===== src/rtl/imm_pkg.sv =====
// Shared types and opcode constants for the immediate-generation pipeline.
// Opcode values are inst[6:2] of a 32-bit RISC-V instruction word.
package imm_pkg;

  // FMT_NONE is zero so that a cleared entry already reads as "no immediate".
  typedef enum logic [2:0] {
    FMT_NONE = 3'd0,
    FMT_I    = 3'd1,
    FMT_S    = 3'd2,
    FMT_B    = 3'd3,
    FMT_U    = 3'd4,
    FMT_J    = 3'd5,
    FMT_Z    = 3'd6
  } imm_fmt_e;

  localparam logic [4:0] OPC_LOAD      = 5'b00000;
  localparam logic [4:0] OPC_LOAD_FP   = 5'b00001;
  localparam logic [4:0] OPC_OP_IMM    = 5'b00100;
  localparam logic [4:0] OPC_AUIPC     = 5'b00101;
  localparam logic [4:0] OPC_OP_IMM_32 = 5'b00110;
  localparam logic [4:0] OPC_STORE     = 5'b01000;
  localparam logic [4:0] OPC_STORE_FP  = 5'b01001;
  localparam logic [4:0] OPC_LUI       = 5'b01101;
  localparam logic [4:0] OPC_BRANCH    = 5'b11000;
  localparam logic [4:0] OPC_JALR      = 5'b11001;
  localparam logic [4:0] OPC_JAL       = 5'b11011;
  localparam logic [4:0] OPC_SYSTEM    = 5'b11100;

  localparam logic [1:0] INST_LEN_32 = 2'b11;

endpackage


===== src/rtl/imm_decode.sv =====
// Combinational opcode classification and immediate extraction.
// All formats are built as a 32-bit sign-correct value, then widened to XLEN.
module imm_decode
  import imm_pkg::*;
#(
  parameter int XLEN = 32
) (
  input  logic [31:0]     inst,
  output logic [XLEN-1:0] imm,
  output imm_fmt_e        fmt,
  output logic            illegal
);

  if (XLEN != 32 && XLEN != 64) begin : g_bad_xlen
    $error("imm_decode: XLEN must be 32 or 64");
  end

  logic [31:0] imm32;

  always_comb begin
    // NOTE: every output of this block gets a default first, so no path can infer a latch.
    fmt   = FMT_NONE;
    imm32 = '0;

    if (inst[1:0] == INST_LEN_32) begin
      case (inst[6:2])
        OPC_LOAD, OPC_LOAD_FP, OPC_OP_IMM, OPC_JALR: fmt = FMT_I;
        OPC_OP_IMM_32:                               fmt = (XLEN == 64) ? FMT_I : FMT_NONE;
        OPC_STORE, OPC_STORE_FP:                     fmt = FMT_S;
        OPC_BRANCH:                                  fmt = FMT_B;
        OPC_LUI, OPC_AUIPC:                          fmt = FMT_U;
        OPC_JAL:                                     fmt = FMT_J;
        OPC_SYSTEM:                                  fmt = FMT_Z;
        default:                                     fmt = FMT_NONE;
      endcase
    end

    case (fmt)
      FMT_I:   imm32 = {{20{inst[31]}}, inst[31:20]};
      FMT_S:   imm32 = {{20{inst[31]}}, inst[31:25], inst[11:7]};
      FMT_B:   imm32 = {{20{inst[31]}}, inst[7], inst[30:25], inst[11:8], 1'b0};
      FMT_U:   imm32 = {inst[31:12], 12'b0};
      FMT_J:   imm32 = {{12{inst[31]}}, inst[19:12], inst[20], inst[30:21], 1'b0};
      FMT_Z:   imm32 = {27'b0, inst[19:15]};
      default: imm32 = '0;
    endcase
  end

  // Zimm has bit 31 clear, so sign-extension doubles as its zero-extension.
  assign imm     = XLEN'($signed(imm32));
  assign illegal = (fmt == FMT_NONE);

endmodule


===== src/rtl/imm_gen_pipe.sv =====
// Decode stage wrapped in an output register plus a one-entry skid register,
// giving full throughput with a flop-driven in_ready.
module imm_gen_pipe
  import imm_pkg::*;
#(
  parameter int XLEN  = 32,
  parameter int TAG_W = 32
) (
  input  logic             clk,
  input  logic             rst,
  input  logic             flush,
  input  logic             in_valid,
  output logic             in_ready,
  input  logic [31:0]      in_inst,
  input  logic [TAG_W-1:0] in_tag,
  output logic             out_valid,
  input  logic             out_ready,
  output logic [XLEN-1:0]  out_imm,
  output logic [2:0]       out_fmt,
  output logic             out_illegal,
  output logic [TAG_W-1:0] out_tag
);

  typedef struct packed {
    logic [XLEN-1:0]  imm;
    imm_fmt_e         fmt;
    logic             illegal;
    logic [TAG_W-1:0] tag;
  } entry_t;

  logic [XLEN-1:0] dec_imm;
  imm_fmt_e        dec_fmt;
  logic            dec_illegal;
  entry_t          dec_entry;

  entry_t out_q, out_d;
  entry_t skid_q, skid_d;
  logic   out_valid_q, out_valid_d;
  logic   skid_valid_q, skid_valid_d;
  logic   in_ready_q, in_ready_d;
  logic   accept;

  imm_decode #(
    .XLEN(XLEN)
  ) u_decode (
    .inst    (in_inst),
    .imm     (dec_imm),
    .fmt     (dec_fmt),
    .illegal (dec_illegal)
  );

  assign dec_entry = '{imm: dec_imm, fmt: dec_fmt, illegal: dec_illegal, tag: in_tag};
  assign accept    = in_valid & in_ready_q;

  always_comb begin
    out_d        = out_q;
    out_valid_d  = out_valid_q;
    skid_d       = skid_q;
    skid_valid_d = skid_valid_q;

    if (!out_valid_q || out_ready) begin
      if (skid_valid_q) begin
        out_d        = skid_q;
        out_valid_d  = 1'b1;
        skid_valid_d = 1'b0;
      end else begin
        out_valid_d = accept;
        if (accept) out_d = dec_entry;
      end
    end else if (accept) begin
      // Output is stalled: park the new entry so in_ready can drop a cycle later.
      skid_d       = dec_entry;
      skid_valid_d = 1'b1;
    end

    if (flush) begin
      out_valid_d  = 1'b0;
      skid_valid_d = 1'b0;
    end

    in_ready_d = !skid_valid_d;
  end

  always_ff @(posedge clk or posedge rst) begin
    if (rst) begin
      out_valid_q  <= 1'b0;
      skid_valid_q <= 1'b0;
      in_ready_q   <= 1'b1;
      // NOTE: payload flops are reset as well, because their reset value is visible on the ports.
      out_q        <= '0;
      skid_q       <= '0;
    end else begin
      // NOTE: non-blocking updates so every flop samples the pre-edge values.
      out_valid_q  <= out_valid_d;
      skid_valid_q <= skid_valid_d;
      in_ready_q   <= in_ready_d;
      out_q        <= out_d;
      skid_q       <= skid_d;
    end
  end

  assign in_ready    = in_ready_q;
  assign out_valid   = out_valid_q;
  assign out_imm     = out_q.imm;
  assign out_fmt     = out_q.fmt;
  assign out_illegal = out_q.illegal;
  assign out_tag     = out_q.tag;

endmodule


===== config.mk =====
export PLATFORM = sky130hd
export DESIGN_NAME = imm_gen_pipe
export DESIGN_NICKNAME = d
export VERILOG_FILES = /design/src/rtl/imm_pkg.sv /design/src/rtl/imm_decode.sv /design/src/rtl/imm_gen_pipe.sv
export SDC_FILE = /design/constraint.sdc
export NUM_CORES = 1
export LEC_CHECK = 0
export BUFFER_PORTS_ARGS = -buffer_cell sky130_fd_sc_hd__buf_2
export CORE_MARGIN = 4
export CORE_UTILIZATION = 52
export CTS_BUF_LIST = sky130_fd_sc_hd__clkbuf_4 sky130_fd_sc_hd__clkbuf_8
export DETAILED_ROUTE_END_ITERATION = 6
export PLACE_DENSITY = 0.88
export SETUP_SLACK_MARGIN = 0.4
export SYNTH_ARGS = -nofsm -noshare
export SYNTH_HDL_FRONTEND = slang
export SYNTH_HIERARCHICAL = 1
export SYNTH_SLANG_ARGS = --single-unit

===== constraint.sdc =====
create_clock -name clk -period 5.23 [get_ports clk]
set_clock_uncertainty 0.2 [all_clocks]
set_input_delay 1.046 -clock clk [delete_from_list [all_inputs] [get_ports clk]]
set_output_delay 1.046 -clock clk [all_outputs]
set_load 0.005 [all_outputs]

---- Word-level counts from Yosys, hierarchy flattened ----
Memories as Yosys holds them, arrays and structs flattened.
Cells that the tools add are included.
cells by class
  eq/ne operators ......................... 7
  muxes and demuxes ....................... 10
  bitwise logic cells ..................... 2
  reduce and logical (&&, ||, !) cells .... 8
operators by type and width
  operator            number
  $pmux 32 s6         1
  $mux 68             2
  $eq 3x3->1 const B  3
  $eq 3x2->1 const B  2
  $mux 1              6
  $reduce_and 2->1    2
  $reduce_bool 2->1   2
  $eq 3x1->1 const B  1
  $logic_not 3->1     1
  $mux 3              1
  $eq 2x2->1 const B  1
  $logic_not 1->1     2
  $and 1x1->1         1
  $logic_or 1x1->1    1
  $not 1->1           1
word-level totals
  flip-flop bits (word level) ............. 139
  memory bits (read-only) ................. 96
  bits of input ports ..................... 69
  output and inout bits ................... 70
  memories ................................ 1
memories
  name             depth  width  read ports  clocked after memory_dff  write ports  RTL line          RTL
  (no name shown)  32     3      1           0                         0            imm_decode.sv:26  case (inst[6:2])

---- Depth between registers and ports, before layout ----
  word-level depth ........................ 6
  depth in mapped cells ................... 9
  depth with buffers taken out ............ 8

---- Cells and area by module ----
Netlist, hierarchy kept.
by module, submodules not included
  module        times used  cells an instance  area each (um2)  seq. area each (um2)
  imm_gen_pipe  1           374                6,254.7          3,479.6
  imm_decode    1           94                 624.3            0.0

---- Worst setup path before layout ----
OpenSTA, ideal clock, no wires.
  kind .................................... input to register
  start ................................... in in_inst[6]
  end ..................................... reg out_q, in the netlist out_imm[11]
  arrival time ............................ 2.530 ns
  required time ........................... 4.905 ns
  setup slack ............................. 2.375 ns
  stages .................................. 9
  buffers on the path ..................... 2
  cells stage by stage .................... buf_6 -> nand3_1 -> nor3_1 -> a31oi_1 -> buf_4 -> o32ai_2 -> a41o_1 -> mux2_2 -> mux2_2
between the ends
  word-level cells in the longest chain between the ends .. 6
  elaborated cells on any way between the ends .. 11
  those cells by class .................... 6 x eq/ne; 4 x mux; 1 x memory
ends and longest elaborated chain
  what                                RTL line            RTL
  start: declaration                  imm_gen_pipe.sv:14  input logic [31:0] in_inst,
  $mem_v2 32x3 *                      --
  $mux 3 *                            imm_decode.sv:25    if (inst[1:0] == INST_LEN_32) begin
  $eq 3x3->1 (tied with other cells)  imm_decode.sv:38    case (fmt)
  $pmux 32 s6 *                       imm_decode.sv:38
  named net dec_imm[11]               imm_gen_pipe.sv:31  logic [XLEN-1:0] dec_imm;
  $mux 68 *                           imm_gen_pipe.sv:68  if (accept) out_d = dec_entry;
  $mux 68 *                           imm_gen_pipe.sv:62  if (skid_valid_q) begin
  end signal: assignment              imm_gen_pipe.sv:97  out_q <= out_d;
  end: declaration                    imm_gen_pipe.sv:36  entry_t out_q, out_d;
Mark *: on every way through the listed nets, which the timed path passes. The rest lies on a longest branch. The select of a mux whose other input is x is not followed.
A chain may end at the register's enable or synchronous reset.

---- Final worst setup path ----
  start ................................... reg skid_valid_q
  end ..................................... reg out_q, in the netlist out_tag[30]
between the ends
  word-level cells in the longest chain between the ends .. 2
  elaborated cells on any way between the ends .. 3
  those cells by class .................... 1 x mux; 2 x reduce/logical
ends and longest elaborated chain
  what                                RTL line            RTL
  start: declaration                  imm_gen_pipe.sv:39  logic skid_valid_q, skid_valid_d;
  start signal: assignment            imm_gen_pipe.sv:95  skid_valid_q <= skid_valid_d;
  $reduce_bool 2->1 (no source line)  --
  $reduce_and 2->1 (no source line)   --
Parallel ways exist; a longest one is shown, timed or not.

==> run_results.csv <==
group,metric,value,unit
outcome,outcome,"finished clean",
drt,drt_pre_antenna_iters,6,
synth,synth_area_leader_cell,"sky130_fd_sc_hd__dfrtp_1",
grt,first_pass_grt_wire_length,23100,µm
clocking,cts_max_level,4,
min_path,hold_class,"register to register",
critical_path,timing.setup.critical_path_class,"register to register",
synth,ys_seq_elements,139,
final_layout,area_of_all_sequential_standard_cells,3480,µm²
synth,count_of_cell_types_in_the_netlist,45,
placement,port_buffers,138,
clocking,cts_setup_buffers,0,
grt,grt_max_degree,75,
power_and_ir_drop,power.density_cell_area,307,nW/µm²
final_layout,synthToLayoutAreaGrowth,15.8,%
drt,antenna_left,0,
timing,timing_hold_violations_final,0,
final_layout,stdcell_area,7970,µm²
critical_path,worstPathMaxFanout,69,
clocking,clockBufferDepth,2,
drt,drcViolationCount,0,
synth,synth_top_area_share,50.2,%
grt,grt_pass1_vias,4631,
timing,unrepaired_setup_endpoints_after_global_routing,"false",
critical_path,worst-r2r-cell-count,4,
drt,top_sig_layer,"met4",
clocking,cts_repair_resize_count,0,
synth,synthesis.area,6880,µm²
grt,grt.total_usage,19.7,%
synth,ys_warn_count,6,
die,core-area,12800,µm²
clocking,cts_made_buffers,17,
min_path,min_from,"out_tag[22]$_DFFE_PP0P_",
final_layout,count_of_nets_after_finishing,672,
drt,routed_via_density,5.46,
synth,synthArstFlopShare,100,%
die,fp-row-count,41,
synth,synth_sequential_area_ratio,50.6,%
power_and_ir_drop,sequential_cell_fraction_of_total_power,52.3,%
power_and_ir_drop,power.static_leakage,4.18,nW
power_and_ir_drop,pwr-share-clk,31.9,%
synth,synth_enable_flop_cells,0,
final_layout,post-route-util,62.4,%
die,die_area,15100,µm²
timing,final_max_slew_viol_count,0,
final_layout,filler_cell_count,962,
die,floorplan.io_pins,139,
grt,grt_antenna_before_repair,2,
timing,peak_clock_frequency_supported_by_timing,344,MHz
placement,gp_routability_congestion,0.876,
run,max-cap-violations,0,
synth,synth_area_per_cell,14.7,µm²
clocking,insertion_delay,0.43,ns
drt,route.detailed.wl_per_inst,18.1,µm
die,dieWidth,123,µm
timing,tightest_slew,1.13,ns
drt,wirelength_met1,5910,µm
critical_path,rr_startpoint,"skid_valid_q$_DFF_PP0_",
power_and_ir_drop,worst_ir_drop_vdd,203,µV
synth,post_synth_inst_count,468,
clocking,cts.hold.buffers_added,0,
drt,starting_drc_count_in_detailed_routing,224,
placement,hpwlAfterDp,9640,µm
drt,wl_met2,7230,µm
drt,met3_wirelength,883,µm
power_and_ir_drop,net-switching-power,602,µW
timing,timing.max_slew.rel_slack,24.9,%
die,initial_core_util,53.9,%
timing,timing.final.crit_share,55.5,%
synth,ys_top_cells_by_area,"sky130_fd_sc_hd__dfrtp_1 (50%), sky130_fd_sc_hd__mux2_2 (24%), sky130_fd_sc_hd__mux2_4 (13%), sky130_fd_sc_hd__a21o_1 (2.1%), sky130_fd_sc_hd__buf_6 (1.3%)",
drt,num_vias,4288,
power_and_ir_drop,cell_internal_pwr,1.84,mW
timing,period_minus_slack,2.91,ns
min_path,hold_path_end,"out_tag[22]$_DFFE_PP0P_",
critical_path,startpoint_class,"register",
die,chipHeight,123,µm
timing,worst_hold_slack,0.303,ns
critical_path,worst-endpoint-arrival,3.02,ns
final_layout,drive_above_1_share,63.3,%
timing,setup-violations-final,0,
power_and_ir_drop,comb_power_share,15.8,%
synth,ys.flop_type,"sky130_fd_sc_hd__dfrtp_1",
drt,drt_wl_total,14200,µm
clocking,cts_root_buffer,"sky130_fd_sc_hd__clkbuf_8",
clocking,cts_num_sinks,139,
critical_path,timing.critical_path.required,5.34,ns
critical_path,worstSetupEndpointType,"register",
grt,gr-total-overflow,0,
power_and_ir_drop,sw_frac_of_total,24.6,%
final_layout,multiInputGateArea,3170,µm²
min_path,hold_depth,1,
synth,synth_nets,537,
critical_path,regToRegEndpoint,"out_tag[30]$_DFFE_PP0P_",
critical_path,r2r_setup_slack,2.32,ns
clocking,tritoncts_clock_tree,"done",
clocking,path_clk_slew,0.07,ns
timing,setup_total_negative_slack,0,ns
placement,placed_cell_area,7620,µm²
-- metal layers --
layer / GRT usage (%) / up-vias
met5: 0 / -
met4: 6.99 / 0
met3: 5.76 / 15
met2: 33.1 / 139
met1: 24.3 / 2186
li1: - / 1948
-- Yosys cell counts (3+ instances only) --
| cell | number |
|---|---|
| sky130_fd_sc_hd__a21o_1 | 19 |
| sky130_fd_sc_hd__and2_1 | 7 |
| sky130_fd_sc_hd__buf_2 | 13 |
| sky130_fd_sc_hd__buf_6 | 8 |
| sky130_fd_sc_hd__dfrtp_1 | 138 |
| sky130_fd_sc_hd__inv_1 | 7 |
| sky130_fd_sc_hd__mux2_2 | 144 |
| sky130_fd_sc_hd__mux2_4 | 60 |
| sky130_fd_sc_hd__mux2i_1 | 5 |
| sky130_fd_sc_hd__nand2_1 | 12 |
| sky130_fd_sc_hd__nand3_1 | 3 |
| sky130_fd_sc_hd__nor2_1 | 6 |
| sky130_fd_sc_hd__o21ai_1 | 5 |
-- layout make-up --
| type | count | area share (%) |
|---|---|---|
| clock buffers | 23 | 3.66 |
| well taps | 172 | 2.70 |
| inverters | 7 | 0.377 |
| diodes | 2 | 0.0628 |
| multi-input cells | 295 | 39.8 |
| clock inverters | 4 | 0.565 |
| repair buffers | 143 | 9.14 |
| flip-flops and latches | 139 | 43.7 |
-- placed cells by master, fill, tap and decap left out, types with 2 or more instances in the layout --
cell type	n
sky130_fd_sc_hd__a21o_1	19
sky130_fd_sc_hd__a21oi_1	2
sky130_fd_sc_hd__a31oi_1	2
sky130_fd_sc_hd__and2_1	7
sky130_fd_sc_hd__buf_2	138
sky130_fd_sc_hd__buf_4	5
sky130_fd_sc_hd__clkbuf_4	4
sky130_fd_sc_hd__clkbuf_8	19
sky130_fd_sc_hd__clkinv_2	3
sky130_fd_sc_hd__dfrtp_1	137
sky130_fd_sc_hd__diode_2	2
sky130_fd_sc_hd__inv_1	6
sky130_fd_sc_hd__mux2_2	144
sky130_fd_sc_hd__mux2_4	60
sky130_fd_sc_hd__mux2i_1	5
sky130_fd_sc_hd__nand2_1	12
sky130_fd_sc_hd__nand2b_1	2
sky130_fd_sc_hd__nand3_1	3
sky130_fd_sc_hd__nor2_1	6
sky130_fd_sc_hd__nor3_1	2
sky130_fd_sc_hd__o21ai_0	2
sky130_fd_sc_hd__o21ai_1	5
sky130_fd_sc_hd__or3_1	2
-- stage by stage --
stage / worst slack, ns / std cells / power, mW
finish: 2.32 / 785 / 2.44
global route: 2.17 / 785 / 2.57
CTS: 2.29 / 783 / 2.47
detailed placement: 1.97 / 756 / 1.69
global placement: 2.04 / 756 / 1.66
floorplan: 2.25 / 468 / 1.54
-- logic make-up after synthesis --
logic type	count (synthesis)	share of synthesized area (%)
multiplexers	209	37.4
flip-flops	139	50.6
AND/OR/NAND/NOR	44	3.77
AO/OA/AOI/OAI	40	4.46
buffers and inverters	34	3.55
XOR/XNOR	2	0.255
-- flip-flops by register name, summed over array words and instances (netlist names) --
name and cells:
skid_q 68, out_imm 32, out_tag 32, out_fmt 3, in_ready 1, out_illegal 1
out_valid 1, skid_valid_q 1
-- worst max-delay path by stage --
stage / startpoint / slack, ns / endpoint
floorplan: rst / 2.25 / out_fmt[0]$_DFFE_PP0P_
CTS: skid_valid_q$_DFF_PP0_ / 2.29 / out_tag[30]$_DFFE_PP0P_
global placement: out_ready / 2.04 / skid_q[56]$_DFFE_PP0P_
finish: skid_valid_q$_DFF_PP0_ / 2.32 / out_tag[30]$_DFFE_PP0P_
global route: skid_valid_q$_DFF_PP0_ / 2.17 / out_tag[30]$_DFFE_PP0P_
detailed placement: out_ready / 1.97 / skid_q[60]$_DFFE_PP0P_
-- power groups by stage --
stage               Sequential (mW)  Clock (mW)  Combinational (mW)
global placement               1.28           0               0.373
CTS                            1.28       0.805               0.392
finish                         1.28       0.780               0.386
floorplan                      1.28           0               0.264
detailed placement             1.30           0               0.391
global route                   1.29       0.859               0.424
-- worst max-delay path: stages, from the launching register on --
cell and delay (ns):
sky130_fd_sc_hd__dfrtp_4 1.10, sky130_fd_sc_hd__a21oi_4 0.07, sky130_fd_sc_hd__nor2_4 0.12, sky130_fd_sc_hd__buf_4 0.77
sky130_fd_sc_hd__mux2_2 0.43
(Power assumes the default switching activity.)
